===== src/rtl/multi_edge_detector.sv =====
// multi_edge_detector
//   Per-channel synchroniser, optional debounce filter, registered edge
//   pulses, mode-gated events, sticky pending flags and saturating counters.
//   Build option: define MULTI_EDGE_DEBOUNCE_EN to add the FILT_LEN debounce
//   filter. When it is undefined, level is the synchroniser output and
//   FILT_LEN is ignored.
module multi_edge_detector #(
  parameter int N_CH        = 8,
  parameter int SYNC_STAGES = 2,
  parameter int FILT_LEN    = 4,
  parameter int CNT_W       = 8
) (
  input  logic                  clk,
  input  logic                  rst_n,
  input  logic [N_CH-1:0]       sig_in,
  input  logic [2*N_CH-1:0]     mode,
  input  logic [N_CH-1:0]       clr,
  output logic [N_CH-1:0]       level,
  output logic [N_CH-1:0]       rise,
  output logic [N_CH-1:0]       fall,
  output logic [N_CH-1:0]       evt,
  output logic [N_CH-1:0]       pending,
  output logic [N_CH*CNT_W-1:0] count,
  output logic                  irq
);

  // Reject illegal parameter sets at elaboration time.
  if (N_CH < 1 || SYNC_STAGES < 2 || FILT_LEN < 1 || CNT_W < 1) begin : g_param_check
    $error("multi_edge_detector: illegal parameter value");
  end

  for (genvar i = 0; i < N_CH; i++) begin : g_ch
    logic [SYNC_STAGES-1:0] sync_q;
    logic                   s;
    logic                   lvl;
    logic                   level_d_q;
    logic                   rise_q, rise_d;
    logic                   fall_q, fall_d;
    logic                   evt_q, evt_d;
    logic                   pend_q, pend_d;
    logic [CNT_W-1:0]       cnt_q, cnt_d;

    // Synchroniser chain; the last stage is the channel's clean sample.
    always_ff @(posedge clk or negedge rst_n) begin
      if (!rst_n) sync_q <= '0;
      else        sync_q <= {sync_q[SYNC_STAGES-2:0], sig_in[i]};
    end

    assign s = sync_q[SYNC_STAGES-1];

`ifdef MULTI_EDGE_DEBOUNCE_EN
    localparam int FW = $clog2(FILT_LEN + 1);
    logic [FW-1:0] filt_cnt_q;
    logic          level_q;

    // Accept a new level only after it has differed for FILT_LEN edges.
    always_ff @(posedge clk or negedge rst_n) begin
      if (!rst_n) begin
        filt_cnt_q <= '0;
        level_q    <= 1'b0;
      end else if (s != level_q) begin
        if (filt_cnt_q == FW'(FILT_LEN - 1)) begin
          level_q    <= s;
          filt_cnt_q <= '0;
        end else begin
          filt_cnt_q <= filt_cnt_q + 1'b1;
        end
      end else begin
        filt_cnt_q <= '0;
      end
    end

    assign lvl = level_q;
`else
    assign lvl = s;
`endif

    // Next-state for pulses, sticky flag and counter; a new event beats clr.
    always_comb begin
      rise_d = lvl & ~level_d_q;
      fall_d = ~lvl & level_d_q;
      evt_d  = (rise_d & mode[2*i]) | (fall_d & mode[2*i+1]);
      pend_d = evt_d | (pend_q & ~clr[i]);
      cnt_d  = cnt_q;
      if (evt_d) begin
        if (clr[i])      cnt_d = CNT_W'(1);
        else if (&cnt_q) cnt_d = cnt_q;
        else             cnt_d = cnt_q + 1'b1;
      end else if (clr[i]) begin
        cnt_d = '0;
      end
    end

    // Register edge stage, pending flag and event counter.
    always_ff @(posedge clk or negedge rst_n) begin
      if (!rst_n) begin
        level_d_q <= 1'b0;
        rise_q    <= 1'b0;
        fall_q    <= 1'b0;
        evt_q     <= 1'b0;
        pend_q    <= 1'b0;
        cnt_q     <= '0;
      end else begin
        level_d_q <= lvl;
        rise_q    <= rise_d;
        fall_q    <= fall_d;
        evt_q     <= evt_d;
        pend_q    <= pend_d;
        cnt_q     <= cnt_d;
      end
    end

    assign level[i]                = lvl;
    assign rise[i]                 = rise_q;
    assign fall[i]                 = fall_q;
    assign evt[i]                  = evt_q;
    assign pending[i]              = pend_q;
    assign count[CNT_W*i +: CNT_W] = cnt_q;
  end

  assign irq = |pending;

endmodule


===== config.mk =====
export PLATFORM = sky130hd
export DESIGN_NAME = multi_edge_detector
export DESIGN_NICKNAME = d
export VERILOG_FILES = /design/src/rtl/multi_edge_detector.sv
export SDC_FILE = /design/constraint.sdc
export NUM_CORES = 1
export LEC_CHECK = 0
export CORE_MARGIN = 4
export CORE_UTILIZATION = 60
export CTS_BUF_LIST = sky130_fd_sc_hd__clkbuf_16
export CTS_CLUSTER_DIAMETER = 60
export CTS_CLUSTER_SIZE = 14
export DETAILED_ROUTE_END_ITERATION = 16
export DONT_BUFFER_PORTS = 1
export PLACE_DENSITY_LB_ADDON = 0.08
export SYNTH_ARGS = -nofsm -noshare
export SYNTH_HDL_FRONTEND = slang
export SYNTH_SLANG_ARGS = --single-unit

===== constraint.sdc =====
create_clock -name clk -period 2.3 [get_ports clk]
set_input_delay 0.345 -clock clk [delete_from_list [all_inputs] [get_ports clk]]
set_output_delay 0.345 -clock clk [all_outputs]
set_load 0.02 [all_outputs]

== After elaboration in Yosys (flattened, before gate mapping) ==
Index checks and enable logic that the tools add are counted.

* Output and inout bits: 105
* Logic and storage cells: 209
* Bits of input ports: 34
* Register bits: 120

* Bitwise gates (word level): 80
* Reduce and logical (&&, ||, !) cells: 25
* Add/subtract/negate cells: 8
* Multiplexer cells: 32
* Eq/ne operators: 8

{| class="wikitable"
|+ Operators with widths
! operator !! number
|-
| $mux W8 || 32
|-
| $add A8 B1 Y8 const B || 8
|-
| $reduce_and A8 Y1 || 8
|-
| $and A1 B1 Y1 || 40
|-
| $not A1 Y1 || 24
|-
| $ne A2 B2 Y1 const B || 8
|-
| $or A1 B1 Y1 || 16
|-
| $reduce_and A2 Y1 || 8
|-
| $reduce_bool A2 Y1 || 8
|-
| $reduce_or A8 Y1 || 1
|}

== Depth between registers and ports, before layout ==
* Depth in word-level cells: 6
* Gate-level depth with buffers: 6
* Depth with buffers taken out: 5

== Least setup slack after synthesis ==
Ideal clock, no wire load.

* Path type: register -> register
* From: reg g_ch[6].cnt_q[0]
* To: reg g_ch[6].cnt_q[5]
* Data required time: 2.222 ns
* Data arrival time: 1.602 ns
* Period minus slack after synthesis: 1.680 ns
* Slack: 0.620 ns
* Buffers on the path: 0
* Cell stages (with the launch flop): 6
* Setup time: 0.078 ns
* Cells stage by stage: dfrtp_1 ha_1 nand3_1 o22ai_4 or4_1 a21oi_1

* Cells in the longest elaborated chain, start to end: 4
* Elaborated cells between the ends (all ways): 7
* Those cells by class: 1 x add/sub; 1 x eq/ne; 3 x mux; 2 x reduce/logical

{| class="wikitable"
|+ RTL lines
! element !! RTL line !! text
|-
| from (decl) || 41 || <nowiki>logic [CNT_W-1:0] cnt_q, cnt_d;</nowiki>
|-
| from (signal assigned) || 109 || <nowiki>cnt_q <= cnt_d;</nowiki>
|-
| $add A8 B1 Y8 || 88 || <nowiki>else cnt_d = cnt_q + 1'b1;</nowiki>
|-
| $mux W8 || 87 || <nowiki>else if (&cnt_q) cnt_d = cnt_q;</nowiki>
|-
| $mux W8 || 86 || <nowiki>if (clr[i]) cnt_d = CNT_W'(1);</nowiki>
|-
| $mux W8 || 85 || <nowiki>if (evt_d) begin</nowiki>
|}

Parallel ways exist; a longest one is shown, timed or not. The select of a mux whose other input is x is not followed.
A chain may end at the register's enable or synchronous reset.

== Final worst setup path ==
* From: reg g_ch[1].cnt_q[0]
* To: reg g_ch[1].cnt_q[1]

* Cells in the longest elaborated chain, start to end: 4
* Elaborated cells between the ends (all ways): 7
* Those cells by class: 1 x add/sub; 1 x eq/ne; 3 x mux; 2 x reduce/logical

{| class="wikitable"
|+ RTL lines
! element !! RTL line
|-
| from (decl) || 41
|-
| from (signal assigned) || 109
|-
| $add A8 B1 Y8 || 88
|-
| $mux W8 || 87
|-
| $mux W8 || 86
|-
| $mux W8 || 85
|}

Parallel ways exist; a longest one is shown, timed or not. The select of a mux whose other input is x is not followed.

==> out/qor.csv <==
stage,metric,value,unit
status,status,finished with violations,
status,violations,hold timing,
timing,skew,0.00891,ns
clock_network,clk_pin_slew,0.05,ns
cells_and_area,final_cell_area,0.00605,mm²
worst_setup_path,cp-startpoint,g_ch[1].cnt_q[0],
logic_synthesis,ys_warn_count,0,
worst_setup_path,crit_type,flip-flop to flip-flop,
logic_synthesis,synthAdderAreaFrac,1.82,%
clock_network,cts-htree-levels,4,
global_route,grt_pass1_vias,3765,
logic_synthesis,synth_top_area_cell,dfrtp_1,
power,internal-power,3.87,mW
place,place_area,0.00531,mm²
power,p_sw_share,23.4,%
worst_setup_path,path_cells,ha_1 -> nand3_1 -> o2bb2ai_1 -> mux2i_1 -> nor2_1,
die,num_rows,34,
clock_network,clock-sinks,120,
clock_network,numCtsBuffers,17,
logic_synthesis,syn_inst,516,
logic_synthesis,synth-xor-area-share,0.637,%
timing,setup_viol,0,
timing,fmaxAchievable,494,MHz
routing,drc,0,
routing,drt-initial-drc-count,157,
logic_synthesis,netlist_area,0.00550,mm²
place,dp.final_hpwl,7.85,mm
worst_setup_path,crit_path_max_incr_delay,0.67,ns
routing,num_vias,3873,
clock_network,cts_root_buf,clkbuf_16,
routing,ant_nets,0,
die,start_util,62.4,%
worst_setup_path,reg2reg_from,g_ch[1].cnt_q[0],
timing,hold_violations,120,
power,p_leak,2.63,nW
worst_setup_path,crit_slowest_cell,o2bb2ai_1,
cells_and_area,instances_no_fill,627,
logic_synthesis,netlist.area_leader.share,54.6,%
clock_network,clockBufferDepth,2,
place,portBuffers,0,
logic_synthesis,synth_top_family_by_area,simple AND/OR/NAND/NOR gates,
power,netSwitchingPower,1.19,mW
die,core,0.00881,mm²
global_route,grt_pass1_wl,19.1,mm
worst_setup_path,cp_max_fo,13,
routing,avgRoutedWirePerCell,18.3,µm
global_route,antenna_found_initial,0,
global_route,grt_use_total,21.9,%
worst_setup_path,cpLargestDelayFamily,compound AO/OA/AOI/OAI gates,
cells_and_area,area_growth,10.1,%
timing,period_needed,2.03,ns
routing,wl,11.5,mm
die,die_x,104,µm
routing,viasPerCell,6.18,
global_route,grt.overflow.total,0,
timing,rsz0062_at_grt,false,
logic_synthesis,ys_seq_area_share,54.6,%
global_route,grt_max_degree,121,
logic_synthesis,synthArstFlopShare,100,%
timing,slew_viol_final,0,
timing,post-route-period-util,88.1,%
logic_synthesis,synth_cell_types,46,
cells_and_area,antennaDiodeCount,0,
min_path,hp-class,primary input to async pin,
logic_synthesis,post_synth_main_area_contributors,"dfrtp_1, buf_4, a21oi_1",
routing,first_pass_iters,4,
cells_and_area,drive_gt1_share,8.09,%
run,max-cap-violations,0,
clock_network,cts_resized,0,
power,ir_drop,0.466,mV
cells_and_area,nets,548,
worst_setup_path,cp_num_buf_inv,0,
power,p_clk_share,47.7,%
power,comb_power_share,4.6,%
power,power_density,836,mW/mm²
clock_network,cts_tree,yes,
worst_setup_path,worstPathRequired,2.57,ns
worst_setup_path,cp_data_arrival_time,2.29,ns
worst_setup_path,end_kind,flip-flop,
cells_and_area,nFillCells,672,
logic_synthesis,syn_avg_cell_area,10.7,µm²
power,pwr-share-seq,47.7,%
logic_synthesis,yosys-mux-area-fraction,1.87,%
die,die_h,104,µm
place,dp.cells,576,
worst_setup_path,worst-r2r-cell-count,5,
die,ios,139,
logic_synthesis,synth-simple-area-share,19.9,%
worst_setup_path,start_kind,flip-flop,
place,place.gp.congestion,0.863,
worst_setup_path,reg2reg_slack,0.27,ns
timing,holdWs,-0.356,ns
clock_network,insertion_delay,0.40,ns
logic_synthesis,synth_compound_area_share,13.3,%
timing,finalSetupTns,0,ns
logic_synthesis,ys_ff_latch,120,
logic_synthesis,ys.flop_type,dfrtp_1,
die,die_area,0.0108,mm²
timing,worst_slew_pin_slew,0.783,ns
logic_synthesis,synth_nets,558,
logic_synthesis,synth-edff-count,0,
timing,relSlewSlack,47.8,%
worst_setup_path,r2r-end,g_ch[1].cnt_q[1],
-- per-layer routing --
metal,GRT usage (%),share of wire [%]
met2,34.9,48
met4,7.50,1.0
met5,0,0
met1,26.5,42
met3,10.1,8.2
-- registers in the layout, summed over array words and instances, names as in the netlist --
signal / flops
g_ch.cnt_q: 64
g_ch.evt_q: 8
g_ch.rise_q: 8
g_ch.sync_q: 16
g_ch.pend_q: 8
g_ch.level_d_q: 8
g_ch.fall_q: 8
-- worst max path at each step --
| stage | to | depth (start not counted) |
|---|---|---|
| final | g_ch[1].cnt_q[1] | 5 |
| after global routing | g_ch[1].cnt_q[5] | 5 |
| after CTS | g_ch[1].cnt_q[1] | 5 |
| after detailed placement | g_ch[1].cnt_q[7] | 5 |
| after global placement | g_ch[1].cnt_q[5] | 5 |
| after floorplan | g_ch[6].cnt_q[5] | 5 |
-- placed cells by master, fill, tap and decap left out, types with 8 or more instances in the layout --
cell type | synthesis | layout
o21ai_0 | 28 | 28
a21oi_1 | 41 | 41
ha_1 | 8 | 8
and3b_1 | 8 | 8
nand3_1 | 33 | 33
dfrtp_1 | 120 | 120
clkbuf_16 | 0 | 17
mux2i_1 | 8 | 8
nor2_1 | 21 | 21
inv_1 | 20 | 23
or3_1 | 25 | 25
or4_1 | 13 | 13
nand2_1 | 26 | 26
nand4_1 | 9 | 9
o31ai_1 | 13 | 13
a211oi_1 | 9 | 9
nor2b_1 | 20 | 20
dlygate4sd3_1 | 0 | 19
-- power groups by stage --
stage | clock [mW] | sequential [mW] | combinational [mW]
2_1_floorplan | 0 | 2.35 | 0.298
3_3_place_gp | 0 | 2.45 | 0.178
3_5_place_dp | 0 | 2.45 | 0.190
4_1_cts | 2.47 | 2.42 | 0.225
5_1_grt | 2.60 | 2.43 | 0.259
6_report | 2.41 | 2.41 | 0.230
-- Yosys cell counts (4+ instances only) --
library cell,n
or3_1,25
xnor2_1,4
o21ai_0,28
o211ai_1,5
o22ai_1,5
nor2b_1,20
and3b_1,8
nand4_1,9
o31ai_1,13
ha_1,8
a21oi_1,41
mux2i_1,8
dfrtp_1,120
inv_1,20
or4_1,13
and4_1,4
buf_2,5
buf_4,40
nor2_1,21
nand2_1,26
buf_1,6
nand3_1,33
nor4_1,4
a211oi_1,9
nand3b_1,7
a21o_1,6
-- layout make-up --
type | instances | area, µm² | share of cell area [%]
repair buffers | 24 | 228 | 3.76
well taps | 108 | 135 | 2.23
clock buffers | 17 | 425 | 7.03
multi-input cells | 323 | 2060 | 34.1
flip-flops and latches | 120 | 3000 | 49.6
inverters | 20 | 75.1 | 1.24
clock inverters | 15 | 120 | 1.99
-- cells by family after synthesis --
group,after synthesis
muxes,10
xor gates and xnor gates,4
buffers and inverters,73
and+or+nand+nor,185
adders and majority gates,8
DFF,120
AOI/OAI and AO/OA,116
-- metrics by stage --
stage	setup WS (ns)	total power, mW	hold WS (ns)	util (%)
after floorplan	0.620	2.65	0.0494	-
after global placement	0.406	2.63	0.0519	60.3
after detailed placement	0.258	2.64	0.0520	60.3
after CTS	0.275	5.11	-0.375	68.4
after global routing	0.0308	5.28	-0.391	68.7
final	0.274	5.06	-0.356	68.7
-- what timing repair did --
item                                    CTS  global route
endpoints found under the setup margin    0             0
setup buffers                             0             0
hold buffers                             16             3
hold endpoints to repair                176           124
Power figures use the tool's default switching activity.
